File: src/rtl/avalon_timer_array.sv
// avalon_timer_array
//
// Array of independent programmable timer channels behind a simple
// word-addressed read/write bus. Each channel owns four words:
//   4c+0 counter (R/W), 4c+1 compare (R/W), 4c+2 control (R/W), 4c+3 status.
// Word 4*CHANNELS is the read-only global pending register. All other
// addresses read as zero, and writes to them are ignored.
//
// Control: [0] en, [1] dir (1 up / 0 down), [2] ire, [3] reload,
//          [4] oneshot, [15:8] prescale.
// Status:  [0] match flag (write 1 to clear), [1] live (counter < compare).
//
// Ports:
//   clk        sole clock, rising edge
//   reset      asynchronous active-high reset
//   read       read strobe, one cycle per access
//   write      write strobe, one cycle per access
//   address    word address (AW bits)
//   dataIn     write data
//   readValid  high the cycle after an accepted read
//   dataOut    read data while readValid is high, zero otherwise
//   irq        registered OR of the global pending bits
module avalon_timer_array #(
  parameter  int CHANNELS = 4,
  parameter  int WIDTH    = 32,
  localparam int AW       = $clog2(CHANNELS) + 3
) (
  input  logic          clk,
  input  logic          reset,
  input  logic          read,
  input  logic          write,
  input  logic [AW-1:0] address,
  input  logic [31:0]   dataIn,
  output logic          readValid,
  output logic [31:0]   dataOut,
  output logic          irq
);

  localparam int CW = AW - 2;

  // Address decode shared by every channel: the upper address bits pick the
  // channel, the low two bits pick the word inside it.
  logic [CW-1:0]       chanIdx;
  logic                inChannels;
  logic                selGlobal;
  logic [31:0]         chanRead [CHANNELS];
  logic [CHANNELS-1:0] pending;
  logic [31:0]         readData;

  logic                readValid_q;
  logic [31:0]         dataOut_q;
  logic                irq_q;

  assign chanIdx    = address[AW-1:2];
  assign inChannels = (32'(address) < 32'(4 * CHANNELS));
  assign selGlobal  = (32'(address) == 32'(4 * CHANNELS));

  for (genvar c = 0; c < CHANNELS; c++) begin : gChan
    logic [WIDTH-1:0] count_q, count_d;
    logic [WIDTH-1:0] compare_q, compare_d;
    logic             en_q, en_d;
    logic             dir_q, dir_d;
    logic             ire_q, ire_d;
    logic             reload_q, reload_d;
    logic             oneshot_q, oneshot_d;
    logic [7:0]       prescale_q, prescale_d;
    logic [7:0]       preCount_q, preCount_d;
    logic             flag_q, flag_d;

    logic             sel;
    logic             wrCount, wrCompare, wrControl, wrStatus;
    logic             tick, terminal, live;
    logic [WIDTH-1:0] stepped;
    logic [31:0]      ctrlWord, statusWord;

    assign sel       = inChannels && (chanIdx == CW'(c));
    assign wrCount   = write && sel && (address[1:0] == 2'd0);
    assign wrCompare = write && sel && (address[1:0] == 2'd1);
    assign wrControl = write && sel && (address[1:0] == 2'd2);
    assign wrStatus  = write && sel && (address[1:0] == 2'd3);

    // A tick fires on the cycle the prescaler reaches its programmed value,
    // giving one counter step per prescale+1 enabled cycles.
    assign tick     = en_q && (preCount_q == prescale_q);
    assign terminal = dir_q ? (count_q == compare_q) : (count_q == '0);
    assign stepped  = dir_q ? (count_q + WIDTH'(1)) : (count_q - WIDTH'(1));
    assign live     = (count_q < compare_q);

    // Next-state for one channel. Timer behaviour is resolved first and bus
    // writes are layered on top, so a bus write to counter or control
    // overrides whatever the timer did that cycle. The match flag is the
    // exception: a terminal tick sets it even if software clears it in the
    // same cycle, so an event is never lost.
    always_comb begin
      count_d    = count_q;
      compare_d  = compare_q;
      en_d       = en_q;
      dir_d      = dir_q;
      ire_d      = ire_q;
      reload_d   = reload_q;
      oneshot_d  = oneshot_q;
      prescale_d = prescale_q;
      preCount_d = preCount_q;
      flag_d     = flag_q;

      if (wrControl || !en_q || tick) begin
        preCount_d = '0;
      end else begin
        preCount_d = preCount_q + 8'd1;
      end

      if (tick) begin
        if (!terminal) begin
          count_d = stepped;
        end else if (oneshot_q) begin
          en_d = 1'b0;
        end else if (reload_q) begin
          count_d = dir_q ? '0 : compare_q;
        end else begin
          count_d = stepped;
        end
      end

      if (wrStatus && dataIn[0]) begin
        flag_d = 1'b0;
      end
      if (tick && terminal) begin
        flag_d = 1'b1;
      end

      if (wrCount) begin
        count_d = dataIn[WIDTH-1:0];
      end
      if (wrCompare) begin
        compare_d = dataIn[WIDTH-1:0];
      end
      if (wrControl) begin
        en_d       = dataIn[0];
        dir_d      = dataIn[1];
        ire_d      = dataIn[2];
        reload_d   = dataIn[3];
        oneshot_d  = dataIn[4];
        prescale_d = dataIn[15:8];
      end
    end

    // Channel state registers; compare resets to all ones so a freshly reset
    // up-counter does not match early.
    always_ff @(posedge clk or posedge reset) begin
      if (reset) begin
        count_q    <= '0;
        compare_q  <= '1;
        en_q       <= 1'b0;
        dir_q      <= 1'b0;
        ire_q      <= 1'b0;
        reload_q   <= 1'b0;
        oneshot_q  <= 1'b0;
        prescale_q <= '0;
        preCount_q <= '0;
        flag_q     <= 1'b0;
      end else begin
        count_q    <= count_d;
        compare_q  <= compare_d;
        en_q       <= en_d;
        dir_q      <= dir_d;
        ire_q      <= ire_d;
        reload_q   <= reload_d;
        oneshot_q  <= oneshot_d;
        prescale_q <= prescale_d;
        preCount_q <= preCount_d;
        flag_q     <= flag_d;
      end
    end

    assign ctrlWord   = {16'd0, prescale_q, 3'd0, oneshot_q, reload_q,
                         ire_q, dir_q, en_q};
    assign statusWord = {30'd0, live, flag_q};

    assign chanRead[c] = (address[1:0] == 2'd0) ? 32'(count_q)   :
                         (address[1:0] == 2'd1) ? 32'(compare_q) :
                         (address[1:0] == 2'd2) ? ctrlWord       :
                                                  statusWord;
    assign pending[c]  = flag_q & ire_q;
  end

  // Read mux over current register contents, so a read that coincides with
  // a write returns the value from before the write.
  always_comb begin
    readData = '0;
    for (int c = 0; c < CHANNELS; c++) begin
      if (inChannels && (chanIdx == CW'(c))) begin
        readData = chanRead[c];
      end
    end
    if (selGlobal) begin
      readData = 32'(pending);
    end
  end

  // Registered bus response and interrupt. dataOut is forced to zero
  // whenever readValid is low.
  always_ff @(posedge clk or posedge reset) begin
    if (reset) begin
      readValid_q <= 1'b0;
      dataOut_q   <= '0;
      irq_q       <= 1'b0;
    end else begin
      readValid_q <= read;
      dataOut_q   <= read ? readData : 32'd0;
      irq_q       <= |pending;
    end
  end

  assign readValid = readValid_q;
  assign dataOut   = dataOut_q;
  assign irq       = irq_q;

endmodule
File: config.mk
export PLATFORM = sky130hd
export DESIGN_NAME = avalon_timer_array
export DESIGN_NICKNAME = d
export VERILOG_FILES = /design/src/rtl/avalon_timer_array.sv
export SDC_FILE = /design/constraint.sdc
export NUM_CORES = 2
export LEC_CHECK = 0
export CAP_MARGIN = 20
export CORE_ASPECT_RATIO = 0.8
export CORE_MARGIN = 5
export CORE_UTILIZATION = 64
export DETAILED_ROUTE_END_ITERATION = 6
export PLACE_DENSITY = 0.86
export SLEW_MARGIN = 5
export SYNTH_ARGS = -nofsm -noshare
export SYNTH_HDL_FRONTEND = slang
export SYNTH_SLANG_ARGS = --single-unit
export TNS_END_PERCENT = 5
File: constraint.sdc
create_clock -name clk -period 14.4 [get_ports clk]
set_clock_uncertainty 0.15 [all_clocks]
set_input_delay 2.16 -clock clk [delete_from_list [all_inputs] [get_ports clk]]
set_output_delay 2.16 -clock clk [all_outputs]
set_load 0.03 [all_outputs]
# After elaboration in Yosys (flattened, before gate mapping)
# Cells that the tools add are included.
# totals
reg_bits	378
output_inout_bits	34
# op_classes
n_addsub	12
order_cmp	5
eq_ne	19
n_mux	78
bitwise	4
n_reduce_logical	83
# ops
operator	n
2-to-1 mux 32 bit	42
adder 32 x 1 -> 32 bit, second input constant	4
== test 32 bit	4
zero test 32 bit	4
< comparator 32 bit	4
subtractor 32 x 1 -> 32 bit, second input constant	4
2-to-1 mux 16 bit	4
nonzero test 2 bit	20
logical AND 1 bit	36
adder 8 x 1 -> 8 bit, second input constant	4
== test 8 bit	4
2-to-1 mux 8 bit	4
2-to-1 mux 1 bit	28
!= test 3 bit, second input constant	4
AND reduction 3 bit	4
logical OR 1 bit	8
AND reduction 2 bit	4
== test 3 x 2 -> 1 bit, second input constant	2
== test 5 bit, second input constant	1
< comparator 5 bit, second input constant	1
AND 1 bit	4
== test 2 bit, second input constant	2
zero test 1 bit	4
OR reduction 4 bit	1
other kinds (4)	4

# Depth between registers and ports, before layout
# depth
depth_word	10
depth_mapped	15

# Least setup slack after synthesis
# OpenSTA, ideal clock, no wires.
# synth_timing
path_type	flip-flop to flip-flop
from	register gChan[3].dir_q
to	register gChan[3].count_q[30]
setup_ns	0.128
arrival_ns	4.157
path_slack_ns	9.965
stages_incl_launch_ff	15
path_buffers	2
period_less_slack_ns	4.435
cell_sequence	dfrtp_1 -> clkbuf_1 -> clkinv_1 -> clkbuf_1 -> ha_1 -> a2111oi_4 -> o21ai_2 -> a31oi_1 -> o31ai_1 -> a311o_1 -> a311oi_2 -> o2111ai_1 -> a21oi_1 -> xor2_1 -> o21ai_1
# synth_between
elab_chain_cells	6
# synth_rtl
item	line	source
from (decl)	62	logic dir_q, dir_d;
from (signal assigned)	165	dir_q <= dir_d;
2-to-1 mux 32 bit (on tied branches)	86, 118	
2-to-1 mux 32 bit	117	end else if (reload_q) begin
2-to-1 mux 32 bit	115	end else if (oneshot_q) begin
2-to-1 mux 32 bit	113	if (!terminal) begin
2-to-1 mux 32 bit	112	if (tick) begin
2-to-1 mux 32 bit	131	if (wrCount) begin
to (signal assigned)	162	count_q <= count_d;
to (decl)	59	logic [WIDTH-1:0] count_q, count_d;
# Parallel ways exist; a longest one is shown, timed or not. The select of a mux whose other input is x is not followed.
# A chain may end at the register's enable or synchronous reset.

# Final worst setup path
# layout_timing
from	input port address[2]
to	register gChan[0].count_q[24]
# layout_between
elab_chain_cells	6
# layout_rtl
item	line	source
from (decl)	32	input logic [AW-1:0] address,
< comparator 5 bit / zero test 3 bit (equally long branches)	55, 76	
logical AND 1 bit *	76	assign sel = inChannels && (chanIdx == CW'(c));
logical AND 1 bit * (2 in a row)	77	assign wrCount = write && sel && (address[1:0] == 2'd0);
!= test 3 bit (no line) / nonzero test 2 bit (equally long branches)	-	
AND reduction 2 bit (no line)	-	
to (signal assigned)	162	
to (decl)	59	
# Mark *: on every way between the ends. The rest lies on a longest branch, timed or not.

==> flow_summary.json <==
{
  "nFillCells": 3228,
  "r2r_cells": 11,
  "path_class": "in2reg",
  "dieArea_um2": 48370,
  "synth_edf_count": 0,
  "report.final.slew_viol_count": 0,
  "via_per_inst": 6.940,
  "numCtsBuffers": 42,
  "synth.distinct_cells": 90,
  "crit_end": "gChan[0].count_q[24]",
  "clk_latency_ns": 0.56,
  "rows": 68,
  "max_freq_ghz": 0.1840,
  "post-route-period-util_pct": 37.74,
  "synthCells": 3278,
  "grt_max_degree": 116,
  "initial_utilization_pct": 65.09,
  "slew_headroom_pct": 27.64,
  "ys_seq_area_share_pct": 34.12,
  "gr-usage-met1_pct": 53.21,
  "synth_compound_area_share_pct": 22.66,
  "ys_ff_latch": 378,
  "yosys.area_share.simple_pct": 14.87,
  "p_total_mw": 6.191,
  "ios": 75,
  "layout_min_cycle_time_ns": 5.435,
  "synthMuxAreaShare_pct": 6.862,
  "grt_antenna_before_repair": 8,
  "groute.usage.overall_pct": 38.00,
  "syn_avg_cell_area_um2": 8.600,
  "synth.area.top_cells": "dfrtp_1, dfstp_2, ha_1",
  "cts_hold_buf": 0,
  "cp-end-kind": "flip-flop",
  "place.gp.congestion": 1.026,
  "vias": 26748,
  "syn_nets": 3575,
  "synth_top_area_share_pct": 22.19,
  "ant_nets": 0,
  "synth_top_family_by_area": "compound AO/OA/AOI/OAI gates",
  "cts.sinks": 378,
  "yosysWarnings": 0,
  "reg2reg_slack_ns": 9.12,
  "portBuffers": 74,
  "hold_path.class": "reg2reg",
  "synth_commonest_cells": "o21ai_0, nand2_1, a21oi_1",
  "min_path_cells": 2,
  "grt_util_met3_pct": 11.46,
  "grt_pass1_wl_um": 146000,
  "status": "finished, violations left",
  "worstSetupStartpointType": "input pin",
  "avgRoutedWirePerCell_um": 24.59,
  "violations": "design-rule violations",
  "crit_path_start": "address[2]",
  "reg2reg_to": "gChan[0].count_q[24]",
  "tns_ns": 0,
  "totalWireLength_um": 94750,
  "coreArea_um2": 43310,
  "placed_area_um2": 29230,
  "required_ns": 14.67,
  "area_delta_synth_final_pct": 9.374,
  "fin_ws_ns": 8.965,
  "finalSetupViolations": 0,
  "cts_tree": "built",
  "ys.flop_type": "dfrtp_1",
  "synthAdderAreaFrac_pct": 11.47,
  "arrival_ns": 5.70,
  "die_w_um": 244.6,
  "die_y_um": 197.7,
  "grt_overflow": 0,
  "post_cts_buffers": 0,
  "finalInstanceArea_um2": 30830,
  "drt-pass1-iter-count": 7,
  "ctsResizeCount": 0,
  "synth.largest_area_cell": "dfrtp_1",
  "dr.first_iter.drc_count": 4058,
  "p_per_area_nw_per_um2": 200.8,
  "drc": 15,
  "cp_max_fo": 34,
  "synth_area_um2": 28190,
  "async_flop_share_pct": 100.0,
  "nNetsFinal": 3556,
  "peakVddDrop_mv": 0.1125,
  "pre_cts_ws_ns": 8.601,
  "clockRootBuffer": "clkbuf_16",
  "first_global_vias": 25840,
  "cts.clk_slew.worst_paths_ns": 0.06,
  "p_leak_nw": 14.02,
  "hold_violations": 0,
  "grt.busiest_layer": "met2",
  "dp.final_hpwl_um": 68340,
  "synth.most_common_cell": "o21ai_0",
  "tightest_slew_ns": 1.082,
  "rsz0062_at_grt": "false",
  "r2r-start": "gChan[0].count_q[24]",
  "synth-xor-area-share_pct": 5.189,
  "htree_levels": 2,
  "met2_usage_pct": 55.32,
  "cts_max_path_buffers": 3,
  "drive_above_1_share_pct": 10.60,
  "cap_violations": 0
}
## per-stage QoR
step | util, % | hold WS, ns | std cells
finish | 71.20 | 0.3782 | 3854
CTS | 70.92 | 0.3785 | 3844
global placement | 67.47 | 0.3568 | 3765
global route | 71.19 | 0.3929 | 3853
detailed placement | 67.51 | 0.3661 | 3766
floorplan | - | 0.3237 | 3278
## state kept, by name, indices dropped and copies added, names as in the netlist, 32 cells and up
| register | flops |
|---|---|
| gChan.compare_q | 128 |
| gChan.count_q | 128 |
| dataOut | 32 |
| gChan.preCount_q | 32 |
| gChan.prescale_q | 32 |
## layer usage
layer / up-vias / share of wire (%)
met1: 12733 / 40
li1: 11798 / -
met4: 12 / 5.1
met3: 371 / 13
met2: 1834 / 41
met5: - / 0.079
## cell usage in the layout (no fill, tap or decap), types with 27 or more instances in the layout
cell type        Yosys  final
nor4_1              38     38
xnor2_1             87     87
a21oi_1            326    324
buf_4                3     38
nand3_1             66     66
nor2b_1             28     27
a21o_1              95     95
mux2i_1             92     92
nand2_1            347    347
nor2_1             199    191
ha_1               252    252
clkdlybuf4s50_1      0     72
xor2_1              80     80
o21ai_0            355    355
mux2_2              50     50
nand4_1             44     44
nor3_1              67     67
inv_1              165    164
dfstp_2            128    128
o21ai_1             28     28
nand2b_1            31     31
dfrtp_1            250    250
and3_1              32     32
clkbuf_16            0     45
## how the worst min path moves through the flow
| stage | startpoint | endpoint | slack [ns] |
|---|---|---|---|
| 2_1_floorplan | gChan[1].flag_q | gChan[1].flag_q | 0.32 |
| 3_3_place_gp | gChan[3].compare_q[30] | gChan[3].compare_q[30] | 0.36 |
| 3_5_place_dp | gChan[0].compare_q[19] | gChan[0].compare_q[19] | 0.37 |
| 4_1_cts | gChan[2].compare_q[2] | gChan[2].compare_q[2] | 0.38 |
| 5_1_grt | gChan[2].compare_q[15] | gChan[2].compare_q[15] | 0.39 |
| 6_report | gChan[0].compare_q[19] | gChan[0].compare_q[19] | 0.38 |
## critical path, stage by stage
cell and delay, ns:
clkdlybuf4s50_1 0.40, buf_4 0.27, or3_1 0.69, nor2_2 0.17
buf_4 0.37, nor2_1 0.12, nand2_1 0.47, a21oi_1 0.27
a32o_1 0.37, a221oi_1 0.24, o21ai_0 0.14
## area by class of cell
| cell class | count | area, µm² | area share, % |
|---|---|---|---|
| multi-input cells | 2553 | 17280 | 56.03 |
| inverters | 166 | 630.6 | 2.045 |
| diodes | 1 | 2.502 | 0.008116 |
| clock buffers | 70 | 1360 | 4.411 |
| repair buffers | 118 | 1125 | 3.648 |
| clock inverters | 8 | 117.6 | 0.3815 |
| flip-flops and latches | 378 | 9619 | 31.20 |
| well taps | 560 | 700.7 | 2.273 |
## report_power, final
part / internal, mW / switching [mW]
sequential: 1.43 / 0.465
combinational: 1.30 / 1.83
clock: 0.697 / 0.463
## kinds of logic (layout without fill, tap and decap cells)
logic type | after synthesis | after routing
xor gates and xnor gates | 167 | 167
and+or+nand+nor | 904 | 904
other | 0 | 1
DFF | 378 | 378
AOI/OAI and AO/OA | 1064 | 1064
buffers and inverters | 347 | 362
muxes | 162 | 162
adders and majority gates | 256 | 256
Note: power is estimated with default switching activity, not from simulation.
